### config.mk
export PLATFORM = sky130hd
export DESIGN_NAME = lsu_mem_ctrl_flat
export DESIGN_NICKNAME = d
export VERILOG_FILES = /design/src/rtl/lsu_pkg.sv /design/src/rtl/lsu_mem_ctrl_if.sv /design/src/rtl/lsu_lane_ext.sv /design/src/rtl/lsu_mem_ctrl.sv /design/src/flat_wrapper.sv
export SDC_FILE = /design/constraint.sdc
export NUM_CORES = 1
export LEC_CHECK = 0
export BUFFER_PORTS_ARGS = -buffer_cell sky130_fd_sc_hd__buf_2
export CORE_MARGIN = 2
export CORE_UTILIZATION = 45
export DETAILED_ROUTE_END_ITERATION = 10
export GPL_ROUTABILITY_DRIVEN = 0
export GPL_TIMING_DRIVEN = 0
export PLACE_DENSITY_LB_ADDON = 0.2
export SYNTH_ARGS = -nofsm -noshare
export SYNTH_HDL_FRONTEND = slang
export SYNTH_SLANG_ARGS = --single-unit
export TNS_END_PERCENT = 50
### constraint.sdc
create_clock -name clk -period 3.1 [get_ports clk]
set_input_delay 0.93 -clock clk [delete_from_list [all_inputs] [get_ports clk]]
set_output_delay 0.93 -clock clk [all_outputs]
set_load 0.02 [all_outputs]
### src/rtl/lsu_pkg.sv
// Shared MemOp encodings, FSM state type and request legality check for the load/store unit.
package lsu_pkg;

  localparam logic [2:0] MEM_B  = 3'b000;
  localparam logic [2:0] MEM_H  = 3'b001;
  localparam logic [2:0] MEM_W  = 3'b010;
  localparam logic [2:0] MEM_BU = 3'b100;
  localparam logic [2:0] MEM_HU = 3'b101;

  typedef enum logic [2:0] {
    StIdle,
    StRd,
    StMerge,
    StWr,
    StResp,
    StErr
  } state_e;

  // High when the request is an illegal op for its direction or is misaligned.
  function automatic logic req_bad(input logic wr, input logic [2:0] op, input logic [1:0] lo);
    logic bad;
    bad = 1'b0;
    case (op)
      MEM_B:   bad = 1'b0;
      MEM_H:   bad = lo[0];
      MEM_W:   bad = |lo;
      MEM_BU:  bad = wr;
      MEM_HU:  bad = wr | lo[0];
      default: bad = 1'b1;
    endcase
    return bad;
  endfunction

endpackage

### src/rtl/lsu_mem_ctrl_if.sv
// Request/response handshake and data-RAM bus of the load/store unit.
interface lsu_mem_ctrl_if #(
  parameter int unsigned ADDR_W = 16
);
  logic              req_valid;
  logic              req_ready;
  logic              req_wr;
  logic [2:0]        req_op;
  logic [31:0]       req_addr;
  logic [31:0]       req_wdata;
  logic              rsp_valid;
  logic              rsp_err;
  logic [31:0]       rsp_rdata;
  logic [ADDR_W-1:0] mem_addr;
  logic              mem_we;
  logic [31:0]       mem_wdata;
  logic [31:0]       mem_rdata;

  // Execute stage plus data RAM: issues requests, returns read data.
  modport master (
    output req_valid, req_wr, req_op, req_addr, req_wdata, mem_rdata,
    input  req_ready, rsp_valid, rsp_err, rsp_rdata, mem_addr, mem_we, mem_wdata
  );

  modport slave (
    input  req_valid, req_wr, req_op, req_addr, req_wdata, mem_rdata,
    output req_ready, rsp_valid, rsp_err, rsp_rdata, mem_addr, mem_we, mem_wdata
  );
endinterface

### src/rtl/lsu_lane_ext.sv
// Picks the byte/half/word lane of a RAM word and sign- or zero-extends it to 32 bits.
module lsu_lane_ext
  import lsu_pkg::*;
(
  input  logic [31:0] word,
  input  logic [1:0]  lane,
  input  logic [2:0]  op,
  output logic [31:0] ext
);

  logic [7:0]  byte_sel;
  logic [15:0] half_sel;

  always_comb begin
    byte_sel = word[{lane, 3'b000} +: 8];
    half_sel = lane[1] ? word[31:16] : word[15:0];
    case (op)
      MEM_B:   ext = {{24{byte_sel[7]}}, byte_sel};
      MEM_H:   ext = {{16{half_sel[15]}}, half_sel};
      MEM_W:   ext = word;
      MEM_BU:  ext = {24'h0, byte_sel};
      MEM_HU:  ext = {16'h0, half_sel};
      default: ext = 32'h0;
    endcase
  end

endmodule

### src/rtl/lsu_mem_ctrl.sv
// Load/store unit: lane-extracting loads, direct word stores and read-modify-write sub-word
// stores against a word-wide synchronous RAM without byte enables.
module lsu_mem_ctrl
  import lsu_pkg::*;
#(
  parameter int unsigned ADDR_W = 16
) (
  input logic           clk,
  input logic           rst,
  lsu_mem_ctrl_if.slave bus
);

  state_e            state_q;
  logic              wr_q;
  logic [2:0]        op_q;
  logic [1:0]        lane_q;
  logic [15:0]       wdata_q;
  logic [ADDR_W-1:0] mem_addr_q;
  logic              mem_we_q;
  logic [31:0]       mem_wdata_q;
  logic              rsp_valid_q;
  logic              rsp_err_q;

  logic        accept;
  logic        bad;
  logic [31:0] merged;
  logic [31:0] load_ext;
  logic        unused_addr_hi;

  assign accept         = bus.req_valid & bus.req_ready;
  assign bad            = req_bad(bus.req_wr, bus.req_op, bus.req_addr[1:0]);
  // The RAM only decodes ADDR_W word-address bits; higher bits wrap.
  assign unused_addr_hi = ^bus.req_addr[31:ADDR_W+2];

  always_comb begin
    merged = bus.mem_rdata;
    if (op_q == MEM_B) begin
      merged[{lane_q, 3'b000} +: 8] = wdata_q[7:0];
    end else begin
      merged[{lane_q[1], 4'b0000} +: 16] = wdata_q;
    end
  end

  lsu_lane_ext u_lane_ext (
    .word (bus.mem_rdata),
    .lane (lane_q),
    .op   (op_q),
    .ext  (load_ext)
  );

  always_ff @(posedge clk) begin
    if (rst) begin
      state_q     <= StIdle;
      wr_q        <= 1'b0;
      op_q        <= 3'b000;
      lane_q      <= 2'b00;
      wdata_q     <= 16'h0;
      mem_addr_q  <= '0;
      mem_we_q    <= 1'b0;
      mem_wdata_q <= 32'h0;
      rsp_valid_q <= 1'b0;
      rsp_err_q   <= 1'b0;
    end else begin
      mem_we_q    <= 1'b0;
      rsp_valid_q <= 1'b0;
      rsp_err_q   <= 1'b0;
      case (state_q)
        StIdle: begin
          if (accept) begin
            wr_q    <= bus.req_wr;
            op_q    <= bus.req_op;
            lane_q  <= bus.req_addr[1:0];
            wdata_q <= bus.req_wdata[15:0];
            if (bad) begin
              state_q     <= StErr;
              rsp_valid_q <= 1'b1;
              rsp_err_q   <= 1'b1;
            end else begin
              mem_addr_q <= bus.req_addr[ADDR_W+1:2];
              if (bus.req_wr && bus.req_op == MEM_W) begin
                state_q     <= StWr;
                mem_we_q    <= 1'b1;
                mem_wdata_q <= bus.req_wdata;
              end else begin
                state_q <= StRd;
              end
            end
          end
        end
        StRd: begin
          if (wr_q) begin
            state_q <= StMerge;
          end else begin
            state_q     <= StResp;
            rsp_valid_q <= 1'b1;
          end
        end
        StMerge: begin
          state_q     <= StWr;
          mem_we_q    <= 1'b1;
          mem_wdata_q <= merged;
        end
        StWr: begin
          state_q     <= StResp;
          rsp_valid_q <= 1'b1;
        end
        StResp:  state_q <= StIdle;
        StErr:   state_q <= StIdle;
        default: state_q <= StIdle;
      endcase
    end
  end

  // Gating with rst aborts an in-flight write or response in the reset cycle itself.
  assign bus.req_ready = (state_q == StIdle) & ~rst;
  assign bus.mem_we    = mem_we_q & ~rst;
  assign bus.rsp_valid = rsp_valid_q & ~rst;
  assign bus.rsp_err   = rsp_err_q & ~rst;
  assign bus.rsp_rdata = (state_q == StResp && !wr_q && !rst) ? load_ext : 32'h0;
  assign bus.mem_addr  = mem_addr_q;
  assign bus.mem_wdata = mem_wdata_q;

endmodule
### src/flat_wrapper.sv
// flat-port wrapper written by rule: the top's interface ports become plain ports
module lsu_mem_ctrl_flat import lsu_pkg::*;
#(
  parameter int unsigned ADDR_W = 16
)
  (clk, rst, bus_req_valid, bus_req_wr, bus_req_op, bus_req_addr, bus_req_wdata, bus_mem_rdata, bus_req_ready, bus_rsp_valid, bus_rsp_err, bus_rsp_rdata, bus_mem_addr, bus_mem_we, bus_mem_wdata);
  lsu_mem_ctrl_if #(.ADDR_W(ADDR_W)) bus_i ();
  input logic clk;
  input logic rst;
  input wire logic [$bits(bus_i.req_valid)-1:0] bus_req_valid;
  input wire logic [$bits(bus_i.req_wr)-1:0] bus_req_wr;
  input wire logic [$bits(bus_i.req_op)-1:0] bus_req_op;
  input wire logic [$bits(bus_i.req_addr)-1:0] bus_req_addr;
  input wire logic [$bits(bus_i.req_wdata)-1:0] bus_req_wdata;
  input wire logic [$bits(bus_i.mem_rdata)-1:0] bus_mem_rdata;
  output wire logic [$bits(bus_i.req_ready)-1:0] bus_req_ready;
  output wire logic [$bits(bus_i.rsp_valid)-1:0] bus_rsp_valid;
  output wire logic [$bits(bus_i.rsp_err)-1:0] bus_rsp_err;
  output wire logic [$bits(bus_i.rsp_rdata)-1:0] bus_rsp_rdata;
  output wire logic [$bits(bus_i.mem_addr)-1:0] bus_mem_addr;
  output wire logic [$bits(bus_i.mem_we)-1:0] bus_mem_we;
  output wire logic [$bits(bus_i.mem_wdata)-1:0] bus_mem_wdata;
  assign bus_i.req_valid = bus_req_valid;
  assign bus_i.req_wr = bus_req_wr;
  assign bus_i.req_op = bus_req_op;
  assign bus_i.req_addr = bus_req_addr;
  assign bus_i.req_wdata = bus_req_wdata;
  assign bus_i.mem_rdata = bus_mem_rdata;
  assign bus_req_ready = bus_i.req_ready;
  assign bus_rsp_valid = bus_i.rsp_valid;
  assign bus_rsp_err = bus_i.rsp_err;
  assign bus_rsp_rdata = bus_i.rsp_rdata;
  assign bus_mem_addr = bus_i.mem_addr;
  assign bus_mem_we = bus_i.mem_we;
  assign bus_mem_wdata = bus_i.mem_wdata;
  lsu_mem_ctrl #(.ADDR_W(ADDR_W)) u_core (.clk(clk), .rst(rst), .bus(bus_i));
endmodule
==> summary by stage <==
Timing
The minimum clock period after layout is 3040 ps. Setup repair after global routing could not meet its margin everywhere. In the finished design, the share of the clock period the worst path needs comes to 0.981. The worst hold margin is 481 ps. The final setup skew is 25.0 ps.

For the pin with the worst max-slew slack, the measured transition is just under 800 ps. Setup violations remaining at the end of the flow were counted as 0. The upper clock frequency limit is 329 MHz. The number of hold violations in the final report came to 0. The max-slew violation total from the final report is 0. The worst slew slack as a fraction of its limit is 0.478.

Floorplan
The number of top-level pins is 187. The area inside the core boundary is 10200 µm². The floorplan has 37 rows. From left edge to right edge, the die measures 106 µm. The initial utilization of the core area, before any placement, comes to 0.460. The floorplan step defined a die boundary enclosing 11300 µm². Measured along the y axis, the die boundary spans between 100 and 150 µm.

Logic synthesis
The average size of a mapped cell is 8.40 µm². The share of synthesized area in the top cell type comes to 0.323. Counting flops and latches in the post-synthesis netlist gives between 70 and 80.

Counting flops with a built-in enable in the synthesized netlist gives 0. The share of synthesized registers carrying an async set or reset is 0. Synthesis produced a netlist whose cell count is 561. The synthesized netlist contains 39 unique library cells.

The Yosys step of the flow raised 0 warnings. By area the synthesized netlist is led by dfxtp_1 (32%), mux2i_1 (11%), a21oi_1 (9.2%), a221oi_2 (9.2%), a221o_1 (6.8%). The number of nets in the synthesized netlist is 669.

The area of the mapped netlist is 4710 µm². The portion of the post-synthesis area used by sequential elements is 0.323. Of all cell types, the one taking the most synthesized area is dfxtp_1. The main flop type after synthesis is dfxtp_1.

Pwr
The total power is 2690 µW. In this run the static leakage power is about 0.0027 µW. The power per unit of standard cell area is ~440 nW/µm². VDD sags by at most 236 µV.

Clock network
The number of buffers on the longest clock path is 2. The depth of the CTS H-tree is 3. TritonCTS built the clock tree.

After clock tree synthesis, the flow added hold-fix buffers numbering 0. The worst-skew pair later-pin latency is 360 ps. The clock-pin slew of the registers on the worst-case setup and hold paths is 80 ps. The clock net in this run drives a total of 76 sinks.

The number of CTS-inserted buffers is 9. The root buffer selected by CTS is clkbuf_8.

Global route
The total congestion overflow after global routing is 0. The first global-routing pass estimated 25400 µm of wire. Across every metal layer, demand over resource in global routing totals 0.286.

Entering global routing, the biggest net connects 16 pins. The number of antenna violations at the first check in global routing is 0. The number of global-route vias before repair was 4968.

Worst setup path
In this run the critical register-to-register path is captured at u_core.bus.mem_wdata[14]. The critical path starts at bus_mem_rdata[23]. The critical path in this run is classified as input port to primary output.

The nature of the critical path endpoint is a primary output. Data arrives at the worst endpoint at 2110 ps. The worst register-to-register path begins at u_core.lane_q[1]. The maximum fanout count along the critical path is 8. For the worst setup path, the data required time is 2170 ps. Counting cells, the worst reg-to-reg path comes to 8.

In this run the register-to-register setup slack is around 670 ps. The critical path startpoint category is an input port.

Run status
The flow ran to the end, and the final reports show no timing, DRC or antenna violations.

Routing
After detailed routing, the number of remaining DRC violations is 0. The count of routing violations after the opening detailed-route iteration is 500. Detailed routing placed a total of between 7000 and 8000 µm of wire on met2. The highest metal layer used by the detailed router is met4. The met1 wire length is 6450 µm. The average detailed-routed wire length per instance is 18.5 µm. The length of the first detailed-routing pass in iterations is 6. The final wirelength is 16400 µm.

In the detailed route, the total length drawn on met3 is ~1800 µm. The overall via count from detail_route is ~5200. The mean number of vias per cell is about 5.9.

In this run the remaining antenna-violating nets after routing total 0.

Final layout
At the end of the flow, the number of nets in the layout was 853. The library cell used most frequently in the layout, excluding fill and tap cells, is buf_2. The number of antenna diodes in the final layout is 0.

The layout overhead on the synthesized area is 29.3%. The proportion of layout cells with a drive suffix above 1 is 0.355. In the layout the commonest cells are buf_2 (167), a21oi_1 (86), dfxtp_1 (72), nand2_1 (71), nor2_1 (54). The number of standard cells in the layout, taps in and fillers out is 886.

Place
Buffers placed on the I/O ports in this run total 171. In this run, placement finished with an instance count of between 800 and 900. Summed over all nets, the half-perimeter wirelength after detailed placement is 12900 µm.

Hold path
The origin of the worst min-delay path is u_core.wr_q. In this run the worst hold path is classified as flop to flop. The depth of the worst hold-timing path is 2.

The end point of the worst hold path is u_core.wr_q.

Job
The max-capacitance violation count is 0.
==> Yosys cell counts, types with 2 or more instances <==
cell type and instances:
a2111oi_0 2, nor4_1 3, nor4bb_1 3, a221oi_1 4
buf_6 3, mux2i_1 50, clkbuf_1 34, a22oi_1 14
a21oi_1 87, inv_1 9, a21o_1 2, buf_1 7
nor3_1 36, nor2_1 57, nor2b_1 3, nand2_1 71
dfxtp_1 76, mux2_2 7, o21bai_1 2, ha_1 5
a221oi_2 29, or3b_2 2, nor3b_1 2, a221o_1 32
buf_2 7
==> flip-flops by register name, summed over array words and instances, names as in the netlist <==
| name | flops |
|---|---|
| u_core.rsp_valid_q | 1 |
| u_core.op_q | 3 |
| u_core.wr_q | 1 |
| u_core.wdata_q | 16 |
| u_core.state_q | 3 |
| u_core.mem_we_q | 1 |
| u_core.bus.mem_addr | 16 |
| u_core.bus.mem_wdata | 32 |
| u_core.rsp_err_q | 1 |
| u_core.lane_q | 2 |
==> repair_timing <==
action	in CTS	in global routing
resized for setup	16	31
pin swaps	2	3
setup buffers	4	1
cloned	0	0
endpoints found under the setup margin	32	32
hold endpoints to repair	0	0
==> layout make-up <==
type | instances | area, µm²
Buffer | 48 | 238
Clock buffer | 9 | 124
Clock inverter | 7 | 81.3
Fill cell | 970 | 4140
Inverter | 9 | 33.8
Multi-Input combinational cell | 425 | 3000
Sequential cell | 76 | 1530
Tap cell | 136 | 170
Timing Repair Buffer | 176 | 921
==> routing by layer <==
metal | up-vias | GRT usage
met5 | - | 0
met4 | 0 | 0.117
met3 | 52 | 0.0576
met2 | 294 | 0.469
met1 | 2432 | 0.368
li1 | 2469 | -
==> worst max path at each step <==
stage / to / slack, ps / cells past startpoint
after floorplan: bus_rsp_rdata[21] / 60 / 5
after global placement: bus_rsp_rdata[27] / -270 / 7
after detailed placement: bus_rsp_rdata[27] / -360 / 7
after CTS: bus_rsp_rdata[5] / -9 / 6
after global routing: bus_rsp_rdata[17] / -30 / 8
final: bus_rsp_rdata[9] / 60 / 7
==> cell families after synthesis <==
group / after synthesis / share of synthesized area
AND/OR/NAND/NOR: 184 / 0.174
adder cells (fa/ha/maj): 5 / 0.0133
flip-flops: 76 / 0.323
buffers and inverters: 60 / 0.0544
AO/OA/AOI/OAI: 179 / 0.312
multiplexers: 57 / 0.123
==> stage by stage <==
step	area, µm²	setup WS (ps)	TNS (ps)	utilization
3_3_place_gp	5740	-267	-4810	0.561
6_report	6090	59.1	0	0.595
5_1_grt	6090	-32.2	-57.3	0.595
3_5_place_dp	5740	-360	-5990	0.561
2_1_floorplan	4710	59.5	0	-
4_1_cts	6010	-8.86	-21.8	0.587
==> report_power, final <==
part,total (µW),internal [µW],leakage [µW],switching (µW)
Sequential,1100,1040,0.000620,57.5
Combinational,804,305,0.00195,499
Clock,790,383,0.0000944,407
==> worst max-delay path, cell delays in order <==
cell	delay [ps]
clkbuf_4	150
mux2i_1	180
nor4_2	60
buf_4	160
o21bai_2	320
a21oi_1	130
buf_2	180
No activity file was read; power rests on OpenSTA's default activity.
